File: src/rtl/cacheline_arbiter_pkg.sv
// Shared types for the cacheline arbiter.
//   rv32i_word   : 32-bit word type, the default address width
//   LINE_W       : cacheline width in bits
//   arb_state_t  : arbiter FSM state (IDLE, SERVE_I, SERVE_D)
//   arb_grant_t  : identifies a requester (GNT_I, GNT_D)
//   pick_grant() : round-robin tie-break between the two requesters
package cacheline_arbiter_pkg;

    typedef logic [31:0] rv32i_word;

    localparam int LINE_W = 256;

    typedef enum logic [1:0] {
        IDLE,
        SERVE_I,
        SERVE_D
    } arb_state_t;

    typedef enum logic {
        GNT_I,
        GNT_D
    } arb_grant_t;

    // A lone requester always wins. On a tie the requester that was not
    // granted last time goes first, so neither side waits more than one
    // transaction of the other.
    function automatic arb_grant_t pick_grant(input logic       i_req,
                                              input logic       d_req,
                                              input arb_grant_t last);
        if (d_req && (!i_req || last == GNT_I)) begin
            return GNT_D;
        end
        return GNT_I;
    endfunction

endpackage

File: src/rtl/cacheline_arbiter.sv
// Shares one cacheline-wide memory port between the I-cache (read only) and
// the D-cache (read / write-back). One line transaction is outstanding at a
// time; the granted request is latched so memory sees stable inputs for the
// whole transaction regardless of what the requester does meanwhile.
//
// Ports
//   clk, rst                  clock, synchronous active-high reset
//   i_read, i_address         I-cache line read request (level, held to i_resp)
//   i_rdata, i_resp           line data and 1-cycle completion to the I-cache
//   d_read, d_write           D-cache read / write-back request (level)
//   d_address, d_wdata        D-cache line address and write-back data
//   d_rdata, d_resp           line data and 1-cycle completion to the D-cache
//   pmem_read, pmem_write     registered memory command
//   pmem_address, pmem_wdata  latched address / data of the granted request
//   pmem_rdata, pmem_resp     memory read data and 1-cycle completion
module cacheline_arbiter
    import cacheline_arbiter_pkg::*;
#(
    parameter int ADDR_W = $bits(rv32i_word),
    parameter int LINE_W = cacheline_arbiter_pkg::LINE_W
) (
    input  logic              clk,
    input  logic              rst,

    input  logic              i_read,
    input  logic [ADDR_W-1:0] i_address,
    output logic [LINE_W-1:0] i_rdata,
    output logic              i_resp,

    input  logic              d_read,
    input  logic              d_write,
    input  logic [ADDR_W-1:0] d_address,
    input  logic [LINE_W-1:0] d_wdata,
    output logic [LINE_W-1:0] d_rdata,
    output logic              d_resp,

    output logic              pmem_read,
    output logic              pmem_write,
    output logic [ADDR_W-1:0] pmem_address,
    output logic [LINE_W-1:0] pmem_wdata,
    input  logic [LINE_W-1:0] pmem_rdata,
    input  logic              pmem_resp
);

    arb_state_t state;
    arb_state_t state_next;
    arb_grant_t last_grant;
    arb_grant_t grant;
    logic       i_req;
    logic       d_req;
    logic       grant_valid;

    assign i_req       = i_read;
    assign d_req       = d_read | d_write;
    assign grant_valid = i_req | d_req;
    assign grant       = pick_grant(i_req, d_req, last_grant);

    // State register
    always_ff @(posedge clk) begin
        if (rst) begin
            state <= IDLE;
        end else begin
            state <= state_next;
        end
    end

    // Next-state logic
    always_comb begin
        state_next = state;
        case (state)
            IDLE: begin
                if (grant_valid) begin
                    state_next = (grant == GNT_D) ? SERVE_D : SERVE_I;
                end
            end
            SERVE_I, SERVE_D: begin
                if (pmem_resp) begin
                    state_next = IDLE;
                end
            end
            default: state_next = IDLE;
        endcase
    end

    // Output logic: completion is steered to the owner of the transaction in
    // the same cycle memory responds; a response while IDLE reaches nobody.
    always_comb begin
        i_resp = (state == SERVE_I) && pmem_resp;
        d_resp = (state == SERVE_D) && pmem_resp;
    end

    assign i_rdata = pmem_rdata;
    assign d_rdata = pmem_rdata;

    // Grant latch and registered memory command. Captured only on the
    // IDLE -> SERVE_x edge and then frozen until memory completes.
    always_ff @(posedge clk) begin
        if (rst) begin
            last_grant   <= GNT_I;
            pmem_read    <= 1'b0;
            pmem_write   <= 1'b0;
            pmem_address <= '0;
            pmem_wdata   <= '0;
        end else begin
            case (state)
                IDLE: begin
                    if (grant_valid) begin
                        last_grant <= grant;
                        if (grant == GNT_D) begin
                            // A simultaneous read and write-back is taken as
                            // the write-back.
                            pmem_write   <= d_write;
                            pmem_read    <= ~d_write;
                            pmem_address <= d_address;
                            pmem_wdata   <= d_wdata;
                        end else begin
                            pmem_write   <= 1'b0;
                            pmem_read    <= 1'b1;
                            pmem_address <= i_address;
                            pmem_wdata   <= '0;
                        end
                    end
                end
                SERVE_I, SERVE_D: begin
                    if (pmem_resp) begin
                        pmem_read  <= 1'b0;
                        pmem_write <= 1'b0;
                    end
                end
                default: begin
                    pmem_read  <= 1'b0;
                    pmem_write <= 1'b0;
                end
            endcase
        end
    end

endmodule

File: config.mk
export PLATFORM = sky130hd
export DESIGN_NAME = cacheline_arbiter
export DESIGN_NICKNAME = d
export VERILOG_FILES = /design/src/rtl/cacheline_arbiter_pkg.sv /design/src/rtl/cacheline_arbiter.sv
export SDC_FILE = /design/constraint.sdc
export NUM_CORES = 1
export LEC_CHECK = 0
export ABC_AREA = 0
export CORE_AREA = 5 5 537 539
export CTS_BUF_LIST = sky130_fd_sc_hd__clkbuf_4
export CTS_CLUSTER_DIAMETER = 30
export DETAILED_ROUTE_END_ITERATION = 10
export DIE_AREA = 0 0 542 544
export PLACE_DENSITY = 0.3
export SETUP_SLACK_MARGIN = 0.2
export SLEW_MARGIN = 25
export SYNTH_ARGS = -nofsm -noshare
export SYNTH_HDL_FRONTEND = slang
export SYNTH_SLANG_ARGS = --single-unit
export TNS_END_PERCENT = 5
File: constraint.sdc
create_clock -name clk -period 2.8 [get_ports clk]
set_input_delay 0.56 -clock clk [delete_from_list [all_inputs] [get_ports clk]]
set_output_delay 0.56 -clock clk [all_outputs]
set_load 0.01 [all_outputs]
==> results of run 1 <==
-- power groups by stage --
stage                     sequential [mW]  clock, mW  combinational (mW)
final                                5.10       4.93                4.63
after global routing                 5.16       5.55                5.04
after CTS                            5.10       5.37                4.72
after detailed placement             5.18          0                4.63
after global placement               5.18          0                4.66
after floorplan                      5.30          0                2.36
-- tightest hold or removal path, cell delays in order --
cell	delay, ps
clkdlybuf4s50_1	480
a32oi_1	90
nor2_1	80
-- kinds of logic after synthesis --
family                     after synthesis  synth area share [%]
buffers and inverters                  646                 31.21
and+or+nand+nor                        362                 9.576
AOI/OAI and AO/OA                      302                 18.26
DFF                                    293                 40.70
adders and majority gates                3                0.2605
-- through the flow --
stage	power (mW)	hold WS (ps)	instance area (um2)
after detailed placement	9.813	471.1	21460
final	14.67	220.1	24880
after global placement	9.842	464.6	21460
after CTS	15.20	0.2175	24870
after global routing	15.75	62.61	24880
after floorplan	7.658	467.0	14410
-- cell usage in the layout, fill, tap and decap left out, types with 9 or more instances in the layout --
cell type        synthesis  layout
a311oi_1                32      32
a32oi_1                256     256
buf_12                   0      20
buf_2                   52      26
buf_4                  515      31
clkbuf_4                 0     143
clkdlybuf4s15_1          0       9
clkdlybuf4s15_2          0      44
clkdlybuf4s50_1          0     324
clkinv_1                 0      36
dfxtp_1                293     272
dfxtp_2                  0      18
dlygate4sd2_1            0     208
dlygate4sd3_1            0     238
nand2_1                 64      64
nor2_1                 289     289
-- sequential cells by signal, indices dropped and copies added, names as in the netlist --
name / cells
last_grant: 1
pmem_address: 32
pmem_read: 1
pmem_wdata: 256
pmem_write: 1
state: 2
-- synth_stat cells (3+ instances only) --
| master | count | share of area, % |
|---|---|---|
| buf_4 | 515 | 27 |
| dfxtp_1 | 293 | 41 |
| nor2_1 | 289 | 7.5 |
| a32oi_1 | 256 | 16 |
| clkbuf_1 | 66 | 1.7 |
| nand2_1 | 64 | 1.7 |
| buf_2 | 52 | 1.8 |
| a311oi_1 | 32 | 1.9 |
| buf_6 | 10 | 0.78 |
| a21oi_1 | 4 | 0.14 |
| o21ai_0 | 4 | 0.14 |
| ha_1 | 3 | 0.26 |
| nand3_1 | 3 | 0.10 |
-- how the worst max path moves through the flow --
stage,start,to,slack [ps],cells past startpoint
2_1_floorplan,d_read,pmem_wdata[147]$_SDFFE_PP0P_,1290,6
3_3_place_gp,d_write,pmem_wdata[200]$_SDFFE_PP0P_,320,6
3_5_place_dp,d_write,pmem_wdata[214]$_SDFFE_PP0P_,310,6
4_1_cts,state[1]$_SDFFE_PP0P_,i_resp,170,4
5_1_grt,pmem_wdata[232]$_SDFFE_PP0P_,pmem_wdata[232],210,1
6_report,state[0]$_SDFFE_PP0P_,pmem_address[13]$_SDFFE_PP0P_,310,8
-- repair_timing --
action	in CTS	in global routing
hold buffers	238	0
gates resized for setup	538	1
setup endpoints to repair	291	1
endpoints found under the hold margin	244	0
buffers inserted	1	0
pin swaps	2	0
-- cell type report --
| cell class | instances | area [um2] |
|---|---|---|
| diodes | 8 | 20.02 |
| clock buffers | 143 | 1074 |
| clock inverters | 47 | 224.0 |
| fillers | 33260 | 258600 |
| inverters | 2 | 7.507 |
| multi-input cells | 667 | 4113 |
| flip-flops and latches | 293 | 5899 |
| well taps | 3762 | 4707 |
| repair buffers | 904 | 8838 |
-- metal layers --
metal,track usage [%],vias up,part of all wire (%)
li1,-,5948,-
met1,7.166,6417,24
met2,17.12,1605,47
met3,12.71,263,26
met4,2.458,12,2.5
met5,0,-,0.045
==> out/summary.md, run 1 <==
### Outcome
* status: complete, no violations

### Critical path
* maximum single-stage delay on the critical path: 600 ps
* launching point of the worst reg2reg path: state[0]$_SDFFE_PP0P_
* Critical Path RT: 3680 ps
* ordered list of cells on the worst path: inv_2 > buf_4 > ha_4 > o31a_2 > buf_12 > nor2_1 > a311oi_1 > dlygate4sd3_1
* maximum fanout count along the critical path: 30
* reg-to-reg setup timing slack: 310 ps
* cell depth of the worst flop-to-flop path: 8
* buffers plus inverters on the worst setup path: 4
* largest delay contributor family on the critical path: buffers and inverters
* worst-path cell with the longest stage delay: dlygate4sd3_1
* arrival time worst endpoint: 3370 ps
* type of the worst setup path: reg2reg
* FF-to-FF End: pmem_address[13]$_SDFFE_PP0P_
* Worst setup EP type: flop
* kind of start point of the critical path: flop

### Finish
* post-synthesis to final-layout area growth: 72.65%
* final core area utilization: 8.777%
* count of nets after finishing: 2564
* final instance count without filler cells: 5826
* fraction of layout instances using a drive strength above 1: 15.13%

### Clock network
* buffers from clock root to sink, at most: 3
* Clock Root Buffer: clkbuf_4
* source-to-sink clock delay at the later pin of the worst-skew pair: 1040 ps
* CTS sink count: 293
* Clock H-tree levels: 3
* number of buffers created by CTS: 111
* clock tree from TritonCTS: built
* clock edge transition at the registers on the reported setup and hold paths: 60 ps

### STA
* minimum period implied by the final worst setup slack: 2491 ps
* setup ws final: 308.6 ps
* fmax: 401.4 MHz
* period utilisation layout: 88.98%
* Post-Route Skew: 89.37 ps
* final hold vios: 0
* worst slew pin tran: 767.6 ps
* slew margin rel.: 48.83%
* RSZ-0062 raised after global routing: false
* Setup TNS: 0 ps
* fin. max-slew vios: 0
* count of final setup violators: 0

### Place
* HPWL after detailed placement: 139100 um
* port bufs: 617
* routability congestion estimate: 0.7888
* pre-CTS setup slack: 306.0 ps
* number of placed instances, taps included: 5389

### Global route
* maximum number of pins on one net before global-route repair: 114
* overall track demand over capacity in global routing: 10.29%
* initial antenna violation count: 50
* vias in the first global route: 14800
* first-pass GRT wire length: 192000 um
* grt total ovfl: 0

### Logic synthesis
* share of synthesized flip-flops with an asynchronous set or reset: 0%
* number of flops mapped to enable cells by yosys: 0
* ys flop type: dfxtp_1
* net count after synthesis: 2191
* combined area of all synthesized cells: 14410 um2
* portion of the post-synthesis area used by sequential elements: 40.70%
* number of synthesis warnings: 0
* synthesized flop and latch total: 293
* instance count of the mapped netlist: 1606
* Syn Area/Cell: 8.974 um2
* count of distinct cell types in the synthesized netlist: 26

### Route
* drt total wl: 160200 um
* drt first-iter violations: 771
* vias after detailed routing: 14250
* count of nets left with antenna violations after detail routing: 0
* post-detailed-route via-to-cell ratio: 2.445
* Routed WL per cell: 27.49 um
* first drt pass iteration count: 5
* remaining design rule violation count: 0

### Floorplanning
* starting utilization of the core area: 5.084%
* Core ar.: 283500 um2
* number of primary I/O pins: 1386
* area of the die: 294800 um2
* die extent in x: 542 um
* height of the die: 544 um
* row cnt: 196

### Worst hold path
* class of the worst hold path: in2reg
* number of instances on the worst hold path: 3
* min-delay src: d_wdata[253]
* end point of the worst hold path: pmem_wdata[253]$_SDFFE_PP0P_

### Pwr
* P_leak: 8.864 nW
* part of the power in the clock network: 33.6%
* Int Pwr: 9.120 mW
* Sw Share: 37.81%
* switching power of the nets: 5.546 mW
* relative contribution of sequential cells to total power: 34.8%
* Cell Pwr Density: 589.4 nW/um2
* Comb pwr share: 31.6%
* worst vdd ir: 285.4 uV

### Flow run
* max capacitance violation total: 0

Power figures use the tool's default switching activity.
==> run 2: changes to the inputs <==
- CAP_MARGIN: not set -> 10
- CELL_PAD_IN_SITES_DETAIL_PLACEMENT: not set -> 1
- CELL_PAD_IN_SITES_GLOBAL_PLACEMENT: not set -> 2
- CORE_AREA: 5 5 537 539 -> 5 5 533 535
- CTS_BUF_LIST: sky130_fd_sc_hd__clkbuf_4 -> sky130_fd_sc_hd__clkbuf_2
- DIE_AREA: 0 0 542 544 -> 0 0 538 540
- PLACE_DENSITY: 0.3 -> 0.34
==> out/summary.md, run 2 (synthesis results as in run 1) <==
### Clock network
* Clock Root Buffer: clkbuf_2
* buffers from clock root to sink, at most: 4, +1
* Clock H-tree levels: 4, +1
* clock tree from TritonCTS: built
* clock edge transition at the registers on the reported setup and hold paths: 80 ps, +20 ps
* source-to-sink clock delay at the later pin of the worst-skew pair: 1440 ps, +400 ps
* CTS sink count: 293, unchanged
* number of buffers created by CTS: 153, +38%

### Floorplanning
* height of the die: 540 um, -0.74%
* starting utilization of the core area: 5.177%, +0.093 points
* area of the die: 290500 um2, -1.5%
* Core ar.: 278400 um2, -1.8%
* row cnt: 194, -1.0%
* number of primary I/O pins: 1386, unchanged
* die extent in x: 538 um, -0.74%

### Critical path
* CP startpoint: state[1]$_SDFFE_PP0P_
* arrival time worst endpoint: 4330 ps, +960 ps
* kind of start point of the critical path: flop
* Worst setup EP type: flop
* FF-to-FF End: pmem_wdata[162]$_SDFFE_PP0P_
* type of the worst setup path: reg2reg
* maximum fanout count along the critical path: 8, -73%
* critical path endpoint: pmem_wdata[162]$_SDFFE_PP0P_
* reg-to-reg setup timing slack: -240 ps, -550 ps
* launching point of the worst reg2reg path: state[1]$_SDFFE_PP0P_
* Critical Path RT: 4090 ps, +410 ps
* cell depth of the worst flop-to-flop path: 20, +12

### Outcome
* status: finished with violations
* violated checks: setup timing

### Global route
* vias in the first global route: 17030, +15%
* grt total ovfl: 0, unchanged
* initial antenna violation count: 35, -30%
* overall track demand over capacity in global routing: 10.54%, +0.25 points
* maximum number of pins on one net before global-route repair: 125, +9.6%
* first-pass GRT wire length: 197300 um, +2.7%

### STA
* count of final setup violators: 217, +217
* final hold vios: 0, unchanged
* worst hold-check slack: 389.5 ps, +169.4 ps
* slew margin rel.: 61.83%, +13 points
* setup ws final: -242.2 ps, -550.8 ps
* fmax: 328.7 MHz, -18%
* Setup TNS: -27170 ps, -27170 ps
* minimum period implied by the final worst setup slack: 3042 ps, +550.8 ps
* worst slew pin tran: 572.5 ps, -195.1 ps
* RSZ-0062 raised after global routing: true
* Post-Route Skew: 187.8 ps, +98.41 ps
* period utilisation layout: 108.7%, +20 points
* fin. max-slew vios: 0, unchanged

### Pwr
* Int Pwr: 10.13 mW, +11%
* Comb pwr share: 38.4%, +6.8 points
* Sw Share: 39.79%, +2.0 points
* Cell Pwr Density: 571.8 nW/um2, -3.0%
* relative contribution of sequential cells to total power: 31.1%, -3.7 points
* switching power of the nets: 6.696 mW, +21%
* Total Power: 16.83 mW, +15%
* worst vdd ir: 272.1 uV, -4.7%
* P_leak: 10.76 nW, +21%
* part of the power in the clock network: 30.5%, -3.1 points

### Finish
* most common cell after layout, fill and taps aside: dlygate4sd3_1
* post-synthesis to final-layout area growth: 104.2%
* filler instances: 32830, -1.3%
* Biggest register: pmem_wdata
* highest-count cells in the layout ignoring fill and taps: 496 x dlygate4sd3_1, 324 x clkdlybuf4s50_1, 289 x nor2_1, 238 x a32oi_1, 227 x clkbuf_2
* fraction of layout instances using a drive strength above 1: 31.04%, +16 points
* largest registers in the final layout: pmem_wdata (256), pmem_address (32), state (2)
* count of nets after finishing: 2938, +15%
* max reg flops: 256, unchanged
* final instance count without filler cells: 6198, +6.4%

### Worst hold path
* number of instances on the worst hold path: 4, +1
* class of the worst hold path: in2reg

### Place
* number of placed instances, taps included: 5358, -0.58%
* pre-CTS setup slack: 243.4 ps, -62.62 ps
* port bufs: 617, unchanged
* routability congestion estimate: 0.8405, +6.6%
* HPWL after detailed placement: 134900 um, -3.0%

### Route
* drt first-iter violations: 792, +2.7%
* count of nets left with antenna violations after detail routing: 0, unchanged
* first drt pass iteration count: 5, unchanged
* vias after detailed routing: 15840, +11%
* drt total wl: 168600 um, +5.3%
* post-detailed-route via-to-cell ratio: 2.556, +4.5%
* remaining design rule violation count: 0, unchanged
* Routed WL per cell: 27.20 um, -1.1%

### Flow run
* max capacitance violation total: 0, unchanged

## run 2: cell type report
class	instances	area (um2)	area share [%]
inverter	2	10.01	0.03401
multi-input combinational	667	4242	14.41
tap	3724	4659	15.83
clock buffer	218	1091	3.707
timing repair buffer	1236	13060	44.36
clock inverter	42	212.7	0.7228
antenna	16	40.04	0.1360
sequential	293	6118	20.79
## run 2: how the worst min path moves through the flow
stage	slack, ps	end	startpoint
global placement	460	pmem_wdata[44]$_SDFFE_PP0P_	pmem_wdata[44]$_SDFFE_PP0P_
floorplan	470	state[0]$_SDFFE_PP0P_	state[0]$_SDFFE_PP0P_
detailed placement	470	pmem_wdata[226]$_SDFFE_PP0P_	pmem_wdata[226]$_SDFFE_PP0P_
global route	170	pmem_wdata[125]$_SDFFE_PP0P_	d_wdata[125]
finish	390	pmem_wdata[183]$_SDFFE_PP0P_	d_wdata[183]
CTS	2	pmem_wdata[166]$_SDFFE_PP0P_	d_wdata[166]
## run 2: critical path, cell delays in order, from the launching register on
cell and delay [ps]:
dfxtp_4 380, inv_4 40, buf_4 120, buf_4 120, buf_4 120, buf_4 120, buf_4 120, buf_6 110
buf_6 110, buf_6 100, buf_6 100, buf_6 100, buf_6 110, ha_4 200, o31ai_4 110, buf_12 200
buf_16 160, buf_12 150, clkbuf_16 180, a32oi_1 60, nor2_1 110
## run 2: repair_timing
item	CTS	global route
pin swaps	0	23
setup endpoints to repair	292	583
gates resized for setup	1040	597
hold buffers	497	0
hold endpoints to repair	293	0
setup buffers	12	34
gates cloned	0	21
## run 2: routing by layer
layer	routed length, um	global-route usage, %	part of all wire, %
met1	45920	8.071	27
met2	80310	17.70	48
met3	36440	10.78	22
met4	5710	3.667	3.4
met5	195	0.4770	0.12
## run 2: power groups by stage
stage	clock network, mW	logic (mW)	registers (mW)
CTS	5.63	5.41	5.18
finish	5.14	6.45	5.23
detailed placement	0	4.82	5.17
global route	5.81	6.91	5.29
floorplan	0	2.36	5.30
global placement	0	4.84	5.17
## run 2: stage by stage
stage          instance area, um2  utilization, %
2_1_floorplan               14410               -
3_3_place_gp                21490           7.718
3_5_place_dp                21490           7.718
4_1_cts                     28100           10.09
5_1_grt                     29420           10.57
6_report                    29430           10.57
==> run 3: changes to the inputs <==
- PLACE_DENSITY: 0.34 -> 0.42
- SKIP_CTS_REPAIR_TIMING: not set -> 1
- clock period: 2.8 -> 3.5 ns (I/O delays scaled with it)
==> out/summary.md, run 3 (synthesis results as in run 1) <==
### STA
* minimum period implied by the final worst setup slack: 2995 ps
* fin. max-slew vios: 0, unchanged
* Post-Route Skew: 167.2 ps, -20.58 ps
* worst slew pin tran: 922.1 ps, +349.6 ps
* count of final setup violators: 0, -100%
* RSZ-0062 raised after global routing: false
* fmax: 333.9 MHz
* period utilisation layout: 85.57%
* final hold vios: 0, unchanged
* slew margin rel.: 38.53%, -23 points

### Worst hold path
* class of the worst hold path: in2reg

### Route
* first drt pass iteration count: 5, unchanged
* count of nets left with antenna violations after detail routing: 0, unchanged
* Routed WL per cell: 26.91 um, -1.1%
* drt first-iter violations: 595, -25%
* drt total wl: 158400 um, -6.1%
* vias after detailed routing: 14460, -8.7%
* post-detailed-route via-to-cell ratio: 2.457, -3.9%
* remaining design rule violation count: 0, unchanged

### Flow run
* max capacitance violation total: 0, unchanged

### Global route
* first-pass GRT wire length: 189100 um, -4.1%
* overall track demand over capacity in global routing: 10.29%, -0.26 points
* grt total ovfl: 0, unchanged
* vias in the first global route: 14190, -17%
* maximum number of pins on one net before global-route repair: 119, -4.8%
* initial antenna violation count: 21, -40%

### Clock network
* clock tree from TritonCTS: built
* Clock H-tree levels: 3, -1
* buffers from clock root to sink, at most: 4, unchanged
* Clock Root Buffer: clkbuf_2
* source-to-sink clock delay at the later pin of the worst-skew pair: 1460 ps, +20 ps
* CTS sink count: 293, unchanged
* number of buffers created by CTS: 123, -20%
* clock edge transition at the registers on the reported setup and hold paths: 110 ps, +30 ps

### Finish
* most common cell after layout, fill and taps aside: clkdlybuf4s50_1
* fraction of layout instances using a drive strength above 1: 11.87%, -19 points
* max reg flops: 256, unchanged
* filler instances: 32930, +0.30%
* post-synthesis to final-layout area growth: 79.92%
* area taken by multi-input logic gates: 4080 um2, -3.8%
* Biggest register: pmem_wdata
* largest registers in the final layout: pmem_wdata (256), pmem_address (32), state (2)
* highest-count cells in the layout ignoring fill and taps: 396 x clkdlybuf4s50_1, 319 x dlygate4sd3_1, 289 x nor2_1, 281 x dfxtp_1, 256 x a32oi_1
* FF+latch area: 5886 um2, -3.8%
* count of nets after finishing: 2653, -9.7%
* final core area utilization: 9.314%, -1.3 points

### Floorplanning
* number of primary I/O pins: 1386, unchanged
* height of the die: 540 um, unchanged
* starting utilization of the core area: 5.177%, unchanged
* row cnt: 194, unchanged
* die extent in x: 538 um, unchanged
* area of the die: 290500 um2, unchanged
* Core ar.: 278400 um2, unchanged

### Critical path
* Critical Path RT: 2800 ps, -1290 ps
* type of the worst setup path: reg2out
* largest delay contributor family on the critical path: buffers and inverters
* worst-path cell with the longest stage delay: clkdlybuf4s50_1
* arrival time worst endpoint: 2290 ps, -2040 ps
* maximum fanout count along the critical path: 2, -6
* buffers plus inverters on the worst setup path: 1, -15
* ordered list of cells on the worst path: clkdlybuf4s50_1
* maximum single-stage delay on the critical path: 570 ps, +190 ps
* kind of start point of the critical path: flop
* Worst setup EP type: output pin

### Place
* port bufs: 617, unchanged
* HPWL after detailed placement: 136500 um, +1.2%
* routability congestion estimate: 0.8278, -1.5%

### Pwr
* P_leak: 11.40 nW, +5.9%
* Total Power: 11.32 mW, -33%
* worst vdd ir: 187.4 uV, -31%
* Cell Pwr Density: 436.6 nW/um2, -24%

### Outcome
* status: complete, no violations

==> run 3: area by class of cell <==
class / count / share of cell area [%]
clock inverters: 58 / 0.9071
flip-flops and latches: 293 / 22.70
inverters: 2 / 0.02895
diodes: 6 / 0.05790
repair buffers: 981 / 39.61
well taps: 3724 / 17.97
clock buffers: 155 / 2.992
multi-input cells: 667 / 15.73
==> run 3: metal layers <==
layer  vias up  part of all wire, %  track usage [%]
met5         -                 0.11           0.1480
met4         6                  3.6            3.678
met3       224                   25            11.57
met2      1406                   46            16.86
met1      6672                   25            7.557
li1       6153                    -                -
==> run 3: worst reg2reg max path, delay by kind of cell, from the launching register on <==
| kind | cells | cell delay [ps] |
|---|---|---|
| flip-flops | 1 | 340 |
| adder cells (fa/ha/maj) | 1 | 350 |
| AO/OA/AOI/OAI | 2 | 670 |
| buffers and inverters | 3 | 980 |
| AND/OR/NAND/NOR | 1 | 100 |
==> run 3: power breakdown <==
group / leakage [nW] / internal [mW] / switching (mW)
sequential: 2.42 / 3.77 / 0.303
combinational: 8.22 / 1.80 / 2.15
clock: 0.753 / 1.23 / 2.07
total: 11.4 / 6.80 / 4.52
==> run 3: through the flow <==
step,setup WS (ps),area [um2],std cells,hold slack (ps),TNS [ps]
4_1_cts,-468.5,22360,5561,-678.1,-23620
3_5_place_dp,701.3,21340,5348,475.6,0
5_1_grt,188.0,25930,5885,1.773,0
3_3_place_gp,724.9,21340,5348,465.0,0
6_report,505.0,25930,5886,266.8,0
2_1_floorplan,1847,14410,1606,467.0,0
==> run 3: worst paths after layout <==
| path | start | cells after the start | end | slack [ps] |
|---|---|---|---|---|
| max | pmem_wdata[32]$_SDFFE_PP0P_ | 1 | pmem_wdata[32] | 510 |
| min reg2reg | pmem_read$_SDFFE_PP0P_ | 2 | pmem_read$_SDFFE_PP0P_ | 480 |
| min | d_wdata[5] | 3 | pmem_wdata[5]$_SDFFE_PP0P_ | 270 |
| max reg2reg | state[0]$_SDFFE_PP0P_ | 7 | pmem_address[31]$_SDFFE_PP0P_ | 980 |
